===== config.mk =====
export PLATFORM = sky130hd
export DESIGN_NAME = regfile_wb_arb_flat
export DESIGN_NICKNAME = d
export VERILOG_FILES = /design/src/rtl/regfile_wb_arb_if.sv /design/src/rtl/regfile_wb_arb.sv /design/src/flat_wrapper.sv
export SDC_FILE = /design/constraint.sdc
export NUM_CORES = 1
export LEC_CHECK = 0
export ABC_CLOCK_PERIOD_IN_PS = 8700
export BUFFER_PORTS_ARGS = -buffer_cell sky130_fd_sc_hd__buf_2
export CORE_UTILIZATION = 61
export CTS_CLUSTER_SIZE = 10
export DETAILED_ROUTE_END_ITERATION = 6
export GPL_TIMING_DRIVEN = 0
export PLACE_DENSITY = 0.84
export REMOVE_ABC_BUFFERS = 1
export SKIP_LAST_GASP = 1
export SLEW_MARGIN = 20
export SYNTH_ARGS = -nofsm -noshare
export SYNTH_HDL_FRONTEND = slang
export SYNTH_SLANG_ARGS = --single-unit
export TNS_END_PERCENT = 100

===== constraint.sdc =====
create_clock -name clk -period 8.7 [get_ports clk]
set_input_delay 0.87 -clock clk [delete_from_list [all_inputs] [get_ports clk]]
set_output_delay 0.87 -clock clk [all_outputs]
set_load 0.02 [all_outputs]

===== src/rtl/regfile_wb_arb_if.sv =====
`default_nettype none
`timescale 1ns/1ps
// +--------------------------------------------------------------------------+
// | regfile_wb_arb_if : ALU/load producer ports and regfile write port       |
// | pend_mask exists only with REGFILE_WB_ARB_PEND_EN    Rev 1.0             |
// +--------------------------------------------------------------------------+
interface regfile_wb_arb_if #(
  parameter int N_BITS = 32,
  parameter int N_REGS = 32
);
  localparam int N_IDX = $clog2(N_REGS);

  logic              a_valid;
  logic              a_ready;
  logic [N_IDX-1:0]  a_idx;
  logic [N_BITS-1:0] a_data;
  logic              b_valid;
  logic              b_ready;
  logic [N_IDX-1:0]  b_idx;
  logic [N_BITS-1:0] b_data;
  logic              wr_en;
  logic [N_IDX-1:0]  wr_idx;
  logic [N_BITS-1:0] wr_data;
`ifdef REGFILE_WB_ARB_PEND_EN
  logic [N_REGS-1:0] pend_mask;

  modport master (
    output a_valid, a_idx, a_data, b_valid, b_idx, b_data,
    input  a_ready, b_ready, wr_en, wr_idx, wr_data, pend_mask
  );
  modport slave (
    input  a_valid, a_idx, a_data, b_valid, b_idx, b_data,
    output a_ready, b_ready, wr_en, wr_idx, wr_data, pend_mask
  );
`else
  modport master (
    output a_valid, a_idx, a_data, b_valid, b_idx, b_data,
    input  a_ready, b_ready, wr_en, wr_idx, wr_data
  );
  modport slave (
    input  a_valid, a_idx, a_data, b_valid, b_idx, b_data,
    output a_ready, b_ready, wr_en, wr_idx, wr_data
  );
`endif
endinterface
`default_nettype wire


===== src/rtl/regfile_wb_arb.sv =====
`default_nettype none
`timescale 1ns/1ps
// +--------------------------------------------------------------------------+
// | regfile_wb_arb : two-port writeback arbiter, per-port FIFOs, round robin |
// | Option macro REGFILE_WB_ARB_PEND_EN adds pend_mask   Rev 1.0             |
// +--------------------------------------------------------------------------+
module regfile_wb_arb #(
  parameter int N_BITS     = 32,
  parameter int N_REGS     = 32,
  parameter int FIFO_DEPTH = 2
) (
  input  logic            clk,
  input  logic            rst,
  regfile_wb_arb_if.slave bus
);
  localparam int N_IDX = $clog2(N_REGS);
  localparam int PW    = $clog2(FIFO_DEPTH);
  localparam int EW    = N_IDX + N_BITS;
  localparam logic [PW:0] c_ptr_one = 1;

  // Port 0 is A (ALU), port 1 is B (load); r_prio == 0 favours A.
  logic [EW-1:0]     r_mem [2][FIFO_DEPTH];
  logic [PW:0]       r_wp [2];
  logic [PW:0]       r_rp [2];
  logic              r_prio;
  logic              r_wr_en;
  logic [N_IDX-1:0]  r_wr_idx;
  logic [N_BITS-1:0] r_wr_data;

  logic [1:0]        w_in_valid;
  logic [EW-1:0]     w_in_ent [2];
  logic [1:0]        w_full;
  logic [1:0]        w_ne;
  logic [1:0]        w_rdy;
  logic [1:0]        w_push;
  logic [1:0]        w_pop;
  logic [EW-1:0]     w_head;

  assign w_in_valid  = {bus.b_valid, bus.a_valid};
  assign w_in_ent[0] = {bus.a_idx, bus.a_data};
  assign w_in_ent[1] = {bus.b_idx, bus.b_data};

  always_comb begin
    w_full = '0;
    w_ne   = '0;
    for (int p = 0; p < 2; p++) begin
      w_full[p] = (r_wp[p][PW] != r_rp[p][PW]) && (r_wp[p][PW-1:0] == r_rp[p][PW-1:0]);
      w_ne[p]   = (r_wp[p] != r_rp[p]);
    end
  end

  assign w_rdy    = ~w_full & {2{~rst}};
  assign w_push   = w_in_valid & w_rdy;
  assign w_pop[0] = w_ne[0] & (~w_ne[1] | ~r_prio);
  assign w_pop[1] = w_ne[1] & (~w_ne[0] | r_prio);
  assign w_head   = w_pop[1] ? r_mem[1][r_rp[1][PW-1:0]] : r_mem[0][r_rp[0][PW-1:0]];

  always_ff @(posedge clk or posedge rst) begin
    if (rst) begin
      for (int p = 0; p < 2; p++) begin
        r_wp[p] <= '0;
        r_rp[p] <= '0;
      end
      r_prio <= 1'b0;
    end else begin
      for (int p = 0; p < 2; p++) begin
        if (w_push[p]) r_wp[p] <= r_wp[p] + c_ptr_one;
        if (w_pop[p])  r_rp[p] <= r_rp[p] + c_ptr_one;
      end
      if (w_pop[0])      r_prio <= 1'b1;
      else if (w_pop[1]) r_prio <= 1'b0;
    end
  end

  always_ff @(posedge clk) begin
    for (int p = 0; p < 2; p++) begin
      if (w_push[p]) r_mem[p][r_wp[p][PW-1:0]] <= w_in_ent[p];
    end
  end

  // Writes to x0 are consumed but never reach the register file.
  always_ff @(posedge clk or posedge rst) begin
    if (rst) begin
      r_wr_en   <= 1'b0;
      r_wr_idx  <= '0;
      r_wr_data <= '0;
    end else begin
      r_wr_en <= 1'b0;
      if ((|w_pop) && (w_head[EW-1:N_BITS] != '0)) begin
        r_wr_en   <= 1'b1;
        r_wr_idx  <= w_head[EW-1:N_BITS];
        r_wr_data <= w_head[N_BITS-1:0];
      end
    end
  end

  assign bus.a_ready = w_rdy[0];
  assign bus.b_ready = w_rdy[1];
  assign bus.wr_en   = r_wr_en;
  assign bus.wr_idx  = r_wr_idx;
  assign bus.wr_data = r_wr_data;

`ifdef REGFILE_WB_ARB_PEND_EN
  logic [N_REGS-1:0] w_pend;
  logic [PW:0]       w_cnt;
  logic [PW-1:0]     w_off;

  // A slot is live when its distance from the read pointer is below occupancy.
  always_comb begin
    w_pend = '0;
    w_cnt  = '0;
    w_off  = '0;
    for (int p = 0; p < 2; p++) begin
      w_cnt = r_wp[p] - r_rp[p];
      for (int s = 0; s < FIFO_DEPTH; s++) begin
        w_off = PW'(s) - r_rp[p][PW-1:0];
        if ({1'b0, w_off} < w_cnt) w_pend[r_mem[p][s][EW-1:N_BITS]] = 1'b1;
      end
    end
    if (r_wr_en) w_pend[r_wr_idx] = 1'b1;
    w_pend[0] = 1'b0;
  end

  assign bus.pend_mask = w_pend;
`endif
endmodule
`default_nettype wire


===== src/flat_wrapper.sv =====
// flat-port wrapper written by rule: the top's interface ports become plain ports
module regfile_wb_arb_flat 
#(
  parameter int N_BITS     = 32,
  parameter int N_REGS     = 32,
  parameter int FIFO_DEPTH = 2
)
  (clk, rst, bus_a_valid, bus_a_idx, bus_a_data, bus_b_valid, bus_b_idx, bus_b_data, bus_a_ready, bus_b_ready, bus_wr_en, bus_wr_idx, bus_wr_data);
  regfile_wb_arb_if #(.N_BITS(N_BITS), .N_REGS(N_REGS)) bus_i ();
  input  logic clk;
  input  logic rst;
  input wire logic [$bits(bus_i.a_valid)-1:0] bus_a_valid;
  input wire logic [$bits(bus_i.a_idx)-1:0] bus_a_idx;
  input wire logic [$bits(bus_i.a_data)-1:0] bus_a_data;
  input wire logic [$bits(bus_i.b_valid)-1:0] bus_b_valid;
  input wire logic [$bits(bus_i.b_idx)-1:0] bus_b_idx;
  input wire logic [$bits(bus_i.b_data)-1:0] bus_b_data;
  output wire logic [$bits(bus_i.a_ready)-1:0] bus_a_ready;
  output wire logic [$bits(bus_i.b_ready)-1:0] bus_b_ready;
  output wire logic [$bits(bus_i.wr_en)-1:0] bus_wr_en;
  output wire logic [$bits(bus_i.wr_idx)-1:0] bus_wr_idx;
  output wire logic [$bits(bus_i.wr_data)-1:0] bus_wr_data;
  assign bus_i.a_valid = bus_a_valid;
  assign bus_i.a_idx = bus_a_idx;
  assign bus_i.a_data = bus_a_data;
  assign bus_i.b_valid = bus_b_valid;
  assign bus_i.b_idx = bus_b_idx;
  assign bus_i.b_data = bus_b_data;
  assign bus_a_ready = bus_i.a_ready;
  assign bus_b_ready = bus_i.b_ready;
  assign bus_wr_en = bus_i.wr_en;
  assign bus_wr_idx = bus_i.wr_idx;
  assign bus_wr_data = bus_i.wr_data;
  regfile_wb_arb #(.N_BITS(N_BITS), .N_REGS(N_REGS), .FIFO_DEPTH(FIFO_DEPTH)) u_core (.clk(clk), .rst(rst), .bus(bus_i));
endmodule

==> reports/metrics.csv, run 1 <==
metric,value,unit
status,finished clean,
postSynth.asyncResetShare,0.241,
critPathSlowestCell,or3_2,
maxCapViolCount,0,
dieWidth,118,microns
synth_compound_area_frac,0.0777,
ctsResizeCount,0,
nNetsFinal,704,
synth_top_area_share,0.541,
power_density,433,mW/mm^2
first_iter_violations,409,
synthDistinctLibCells,36,
cts_buffers,17,
drc,0,
hold_path_class,in -> async,
dpl.hpwl,11900,microns
synthFlopType,edfxtp_1,
ir_drop,0.258,mV
yosys.area_share.adder,0,
root_buffer,clkbuf_16,
fmax,311,MHz
grt_overflow,0,
core_area,0.0132,sq mm
leakagePower,3.63,nW
grt_max_degree,41,
track_usage,0.278,
synth_cells,515,
pre_cts_ws,5.52,ns
cp-start-kind,flip-flop,
ys_ff_latch,195,
arrival,3.53,ns
cts_num_sinks,195,
clk_path_buf_depth,2,
worstPathMaxFanout,29,
end_kind,flip-flop,
htreeDepth,4,
row_count,42,
boundaryPins,118,
crit_path_frequent_cell,buf_16,
crit_buf_inv,3,
nFillCells,791,
cp_slowest_stage_delay,0.81,ns
vias_per_cell,6.20,
avgSynthCellArea,15.9,sq um
final_antenna_net_count,0,
yosysWarnings,0,
synth_top_family_by_area,multiplexers,
finalMaxSlewViolations,0,
yosys.area_share.simple,0.0738,
drt_pass1_iterations,5,
finalSetupViolCount,0,
synth_xor_xnor_area_share,0.0157,
initial_utilization,0.622,
gp_congestion,0.786,
drt-total-wl,18000,microns
diodes,0,
synth_edf_count,148,
synth_top_area_cell,edfxtp_1,
worst_clock_skew,0.00636,ns
first_global_vias,5315,
cts_hold_buffers,0,
setup_slack,5.49,ns
critPathRequiredTime,9.02,ns
worstMarginPinSlew,0.675,ns
area_growth,19.3,%
rsz0062_at_grt,no,
fin_tns_setup,0,ns
vias,5051,
clk_latency,0.43,ns
crit_type,reg -> reg,
die_area,0.0139,sq mm
crit_path_cell_trace,buf_12 -> xnor2_2 -> a21oi_4 -> buf_16 -> or3_2 -> buf_16 -> a311o_1,
fin_crit_sh,0.369,
drt-wirelength-per-cell,22.1,microns
portBuffers,117,
antenna_found_initial,0,
drive_gt1_frac,0.435,
relSlewSlack,0.549,
cts_tree,done,
synthTopCellsByArea,"edfxtp_1 (54%), dfrtp_1 (14%), mux2_2 (9.6%)",
syn-cell-area,0.00821,sq mm
cp_top_family,simple AND/OR/NAND/NOR gates,
whs,0.531,ns
fin_crit,3.21,ns
clk_pin_slew_worst_paths,0.07,ns
synthMuxAreaShare,0.102,
yosysSeqAreaShare,0.685,
die_h,118,microns
grt_pass1_wl,28800,microns
hold_viol,0,
post_cts_buffers,0,
## power by group
| part | leakage, nW | switching [W] | internal (W) |
|---|---|---|---|
| combinational | 1.45 | 0.00118 | 0.000849 |
| clock | 0.286 | 0.000328 | 0.000460 |
| sequential | 1.89 | 0.000155 | 0.00127 |
## cell usage in the layout (no fill, tap or decap), drive strengths merged
master / count
edfxtp: 148
buf: 133
mux2: 70
nor4: 70
dfrtp: 47
inv: 39
a311oi: 35
clkbuf: 23
xnor2: 7
a21oi: 7
nand2: 6
xor2: 6
o21ai: 5
mux2i: 5
or4: 5
clkinv: 5
nor2: 4
o32ai: 4
nand3: 3
nor3: 3
bufinv: 3
or3: 2
and3: 2
nand4b: 1
and2: 1
nand2b: 1
or2: 1
o21a: 1
a311o: 1
clkinvlp: 1
## synthesized netlist by cell type, types with 3 or more instances
master,number
edfxtp_1,148
mux2_2,70
nor4_1,70
dfrtp_1,47
inv_1,38
a311oi_2,29
clkbuf_1,16
buf_2,14
a21oi_1,7
a311oi_1,6
buf_6,6
nand2_1,6
xnor2_1,6
mux2i_1,5
o21ai_0,5
xor2_1,5
buf_4,4
nor2_1,4
nand3_1,3
nor3_1,3
or4_1,3
## logic make-up (layout without fill, tap and decap cells)
kind of cell	after synthesis	in the layout
multiplexers	75	75
flip-flops	195	195
AO/OA/AOI/OAI	53	53
XOR/XNOR	13	13
AND/OR/NAND/NOR	99	99
buffers and inverters	80	204
## per-layer routing
| metal | GRT usage | wire length, microns | vias up |
|---|---|---|---|
| li1 | - | - | 2254 |
| met1 | 0.360 | 7420 | 2546 |
| met2 | 0.459 | 9200 | 206 |
| met3 | 0.0480 | 866 | 45 |
| met4 | 0.129 | 532 | 0 |
| met5 | 0 | 0 | - |
## sequential cells by signal, indices dropped and copies added, names as in the netlist
register / flops
u_core.r_prio: 1
u_core.bus.wr_data: 32
u_core.r_mem: 148
u_core.bus.wr_idx: 5
u_core.bus.wr_en: 1
u_core.r_rp: 4
u_core.r_wp: 4
## area by class of cell
class | instances | area (sq um) | share of cell area
clock buffer | 23 | 458 | 0.0467
clock inverter | 9 | 130 | 0.0133
inverter | 39 | 146 | 0.0149
multi-input combinational | 240 | 2260 | 0.231
sequential | 195 | 5620 | 0.574
tap | 176 | 220 | 0.0225
timing repair buffer | 133 | 957 | 0.0977
## path summary, 6_finish.rpt
| check | slack, ns | startpoint | to | cells past startpoint |
|---|---|---|---|---|
| min in group clk | 0.56 | u_core.bus.wr_idx[0] | u_core.bus.wr_idx[0] | 1 |
| worst min-delay path | 0.53 | rst | u_core.r_wp[1] | 2 |
| max in group asynchronous | 7.61 | rst | u_core.r_rp[0] | 3 |
| worst max-delay path | 5.49 | u_core.r_rp[0] | u_core.bus.wr_idx[0] | 7 |
| worst max register to register | 5.49 | u_core.r_rp[0] | u_core.bus.wr_idx[0] | 7 |
| worst min register to register | 0.56 | u_core.bus.wr_idx[0] | u_core.bus.wr_idx[0] | 1 |
## worst register-to-register path, delay by kind of cell, from the launching register on
kind            cells  cell delay (ns)
compound gates      2             0.60
xor+xnor            1             0.32
buf+inv             3             0.78
flops               1             0.56
simple gates        1             0.82
## metrics by stage
step | util | cell area, sq um | instances | total power (W)
after floorplan | - | 7980 | 474 | 0.00271
after global placement | 0.666 | 8780 | 767 | 0.00313
after detailed placement | 0.698 | 9210 | 783 | 0.00344
after CTS | 0.743 | 9800 | 815 | 0.00424
after global routing | 0.743 | 9800 | 815 | 0.00445
final | 0.743 | 9800 | 815 | 0.00425
(Power assumes the default switching activity.)
==> inputs of run 2 (changes only) <==
--- a/config.mk
+++ b/config.mk
@@ -5,13 +5,13 @@
 export SDC_FILE = /design/constraint.sdc
 export NUM_CORES = 1
 export LEC_CHECK = 0
-export ABC_CLOCK_PERIOD_IN_PS = 8700
+export ABC_CLOCK_PERIOD_IN_PS = 2600
 export BUFFER_PORTS_ARGS = -buffer_cell sky130_fd_sc_hd__buf_2
-export CORE_UTILIZATION = 61
+export CORE_UTILIZATION = 51
 export CTS_CLUSTER_SIZE = 10
 export DETAILED_ROUTE_END_ITERATION = 6
 export GPL_TIMING_DRIVEN = 0
-export PLACE_DENSITY = 0.84
+export PLACE_DENSITY = 0.75
 export REMOVE_ABC_BUFFERS = 1
 export SKIP_LAST_GASP = 1
 export SLEW_MARGIN = 20
==> constraint.sdc (replaced) <==
create_clock -name clk -period 2.6 [get_ports clk]
set_input_delay 0.26 -clock clk [delete_from_list [all_inputs] [get_ports clk]]
set_output_delay 0.26 -clock clk [all_outputs]
set_load 0.02 [all_outputs]
==> run 2 against run 1 <==
Non-clock buffer count up 27. Power grew to 3.5 times the previous value. Via count is 1.1% higher. Sequential power rose to 3.3 times the previous value. Routed wire length increased by 4.0%. Clock power increased to 3.4 times the previous value. Global-route usage decreased by 4.5 points. Critical path type unchanged.
==> reports/metrics.csv, run 2 (synthesis results as in run 1) <==
metric,value,unit
status,finished clean,
swShare,0.391,
antenna_found_initial,1,
largest_reg_flops,148,
nNetsFinal,733,
track_usage,0.233,
finalInstanceArea,0.0102,sq mm
p_comb_frac,0.497,
first_iter_violations,299,
drive_gt1_frac,0.440,
grt_pass1_wl,28400,microns
p_int,0.00902,W
area_growth,24.4,%
dieWidth,129,microns
maxCapViolCount,0,
grt_overflow,0,
core_area,0.0158,sq mm
multiInputGateArea,0.00233,sq mm
drc,0,
clk_path_buf_depth,2,
row_count,46,
switching_power,0.00579,W
worstPathMaxFanout,23,
finish.utilization,0.648,
hold_viol,0,
drt-total-wl,18700,microns
hold_path_class,in -> reg,
power_density,1450,mW/mm^2
critPathSlowestCell,dfrtp_4,
vias,5108,
crit_buf_inv,2,
dpl.hpwl,12100,microns
die_h,129,microns
arrival,2.83,ns
cp_top_family,simple AND/OR/NAND/NOR gates,
ir_drop,0.946,mV
drt_pass1_iterations,6,
power_frac_clock,0.183,
layout_common_cells,"edfxtp_1 (148), buf_2 (117), mux2_2 (70), nor4_1 (70), dfrtp_1 (44)",
clk_latency,0.44,ns
crit_path_frequent_cell,buf_16,
cts_buffers,17,
htreeDepth,4,
critPathRequiredTime,2.92,ns
portBuffers,117,
gp_congestion,0.761,
fmax,397,MHz
worstMarginPinSlew,0.684,ns
crit_type,reg -> reg,
fin_crit_sh,0.968,
finalMaxSlewViolations,0,
register_area,0.00563,sq mm
place_area,0.00925,sq mm
first_global_vias,5349,
cts_tree,done,
cp_slowest_stage_delay,0.61,ns
whs,0.0118,ns
drt-wirelength-per-cell,21.2,microns
die_area,0.0166,sq mm
fin_crit,2.52,ns
end_kind,flip-flop,
finalSetupViolCount,0,
clk_pin_slew_worst_paths,0.07,ns
final_antenna_net_count,0,
cp-start-kind,flip-flop,
vias_per_cell,5.77,
nFillCells,1177,
power,0.0148,W
boundaryPins,118,
root_buffer,clkbuf_16,
worst_clock_skew,0.00665,ns
grt_max_degree,41,
reg2reg_setup_slack,0.08,ns
cts_num_sinks,195,
initial_utilization,0.521,
rsz0062_at_grt,no,
layout_commonest_cell,edfxtp_1,
relSlewSlack,0.543,
leakagePower,3.79,nW
crit_path_cell_trace,xor2_1 -> nor2_4 -> buf_16 -> or3_4 -> buf_16 -> a311o_1,
p_seq_frac,0.320,
run 2: cell types whose count changed in the layout (fill, tap and decap cells not counted), sizes merged:
cell | before | now
inv | 39 | 38
dlygate4sd3 | 0 | 18
clkbuf | 23 | 24
clkinv | 5 | 4
clkinvlp | 1 | 2
or3 | 2 | 3
buf | 133 | 142
a21oi | 7 | 8
diode | 0 | 1
run 2: what timing repair did:
action / 4_1_cts / 5_1_grt
endpoints found under the hold margin: 55 / 0
hold buffers: 18 / 0
gates cloned: 2 / 0
endpoints found under the setup margin: 74 / 30
pin swaps: 3 / 2
gates resized for setup: 8 / 2
setup buffers: 4 / 5
run 2: cell type report:
type,instances,area share
Sequential cell,195,0.551
Inverter,39,0.0143
Timing Repair Buffer,160,0.120
Clock buffer,24,0.0481
Multi-Input combinational cell,242,0.228
Clock inverter,8,0.0121
Tap cell,216,0.0265
Antenna cell,1,0.000245
run 2: path summary, 6_finish.rpt:
| kind | endpoint | cells after the start | startpoint |
|---|---|---|---|
| min in group asynchronous | u_core.r_rp[2] | 3 | rst |
| max in group asynchronous | u_core.r_rp[0] | 4 | rst |
| worst max-delay path | u_core.bus.wr_idx[0] | 6 | u_core.r_rp[2] |
| worst min register to register | u_core.bus.wr_data[25] | 2 | u_core.bus.wr_data[25] |
| worst min-delay path | u_core.r_mem[0][66] | 1 | bus_a_data[29] |
| worst max register to register | u_core.bus.wr_idx[0] | 6 | u_core.r_rp[2] |
run 2: per-layer routing:
layer / wire length [microns] / global-route usage / up-vias
li1: - / - / 2309
met4: 353 / 0.105 / 0
met3: 741 / 0.0403 / 31
met2: 9670 / 0.398 / 154
met1: 7980 / 0.291 / 2614
met5: 0 / 0 / -
run 2: per-stage QoR:
step	setup WS [ns]	cells	TNS (ns)
final	0.0838	885	0
after floorplan	-1.93	474	-239.23
after CTS	0.0433	879	0
after global routing	0.0230	885	0
after detailed placement	-0.680	823	-18.16
after global placement	-4.12	807	-478.14
run 2: power by group through the flow:
stage | Sequential, W | Combinational (W) | Clock (W)
finish | 0.00474 | 0.00736 | 0.00271
global route | 0.00480 | 0.00785 | 0.00284
CTS | 0.00478 | 0.00720 | 0.00273
detailed placement | 0.00483 | 0.00669 | 0
global placement | 0.00492 | 0.00492 | 0
floorplan | 0.00516 | 0.00390 | 0
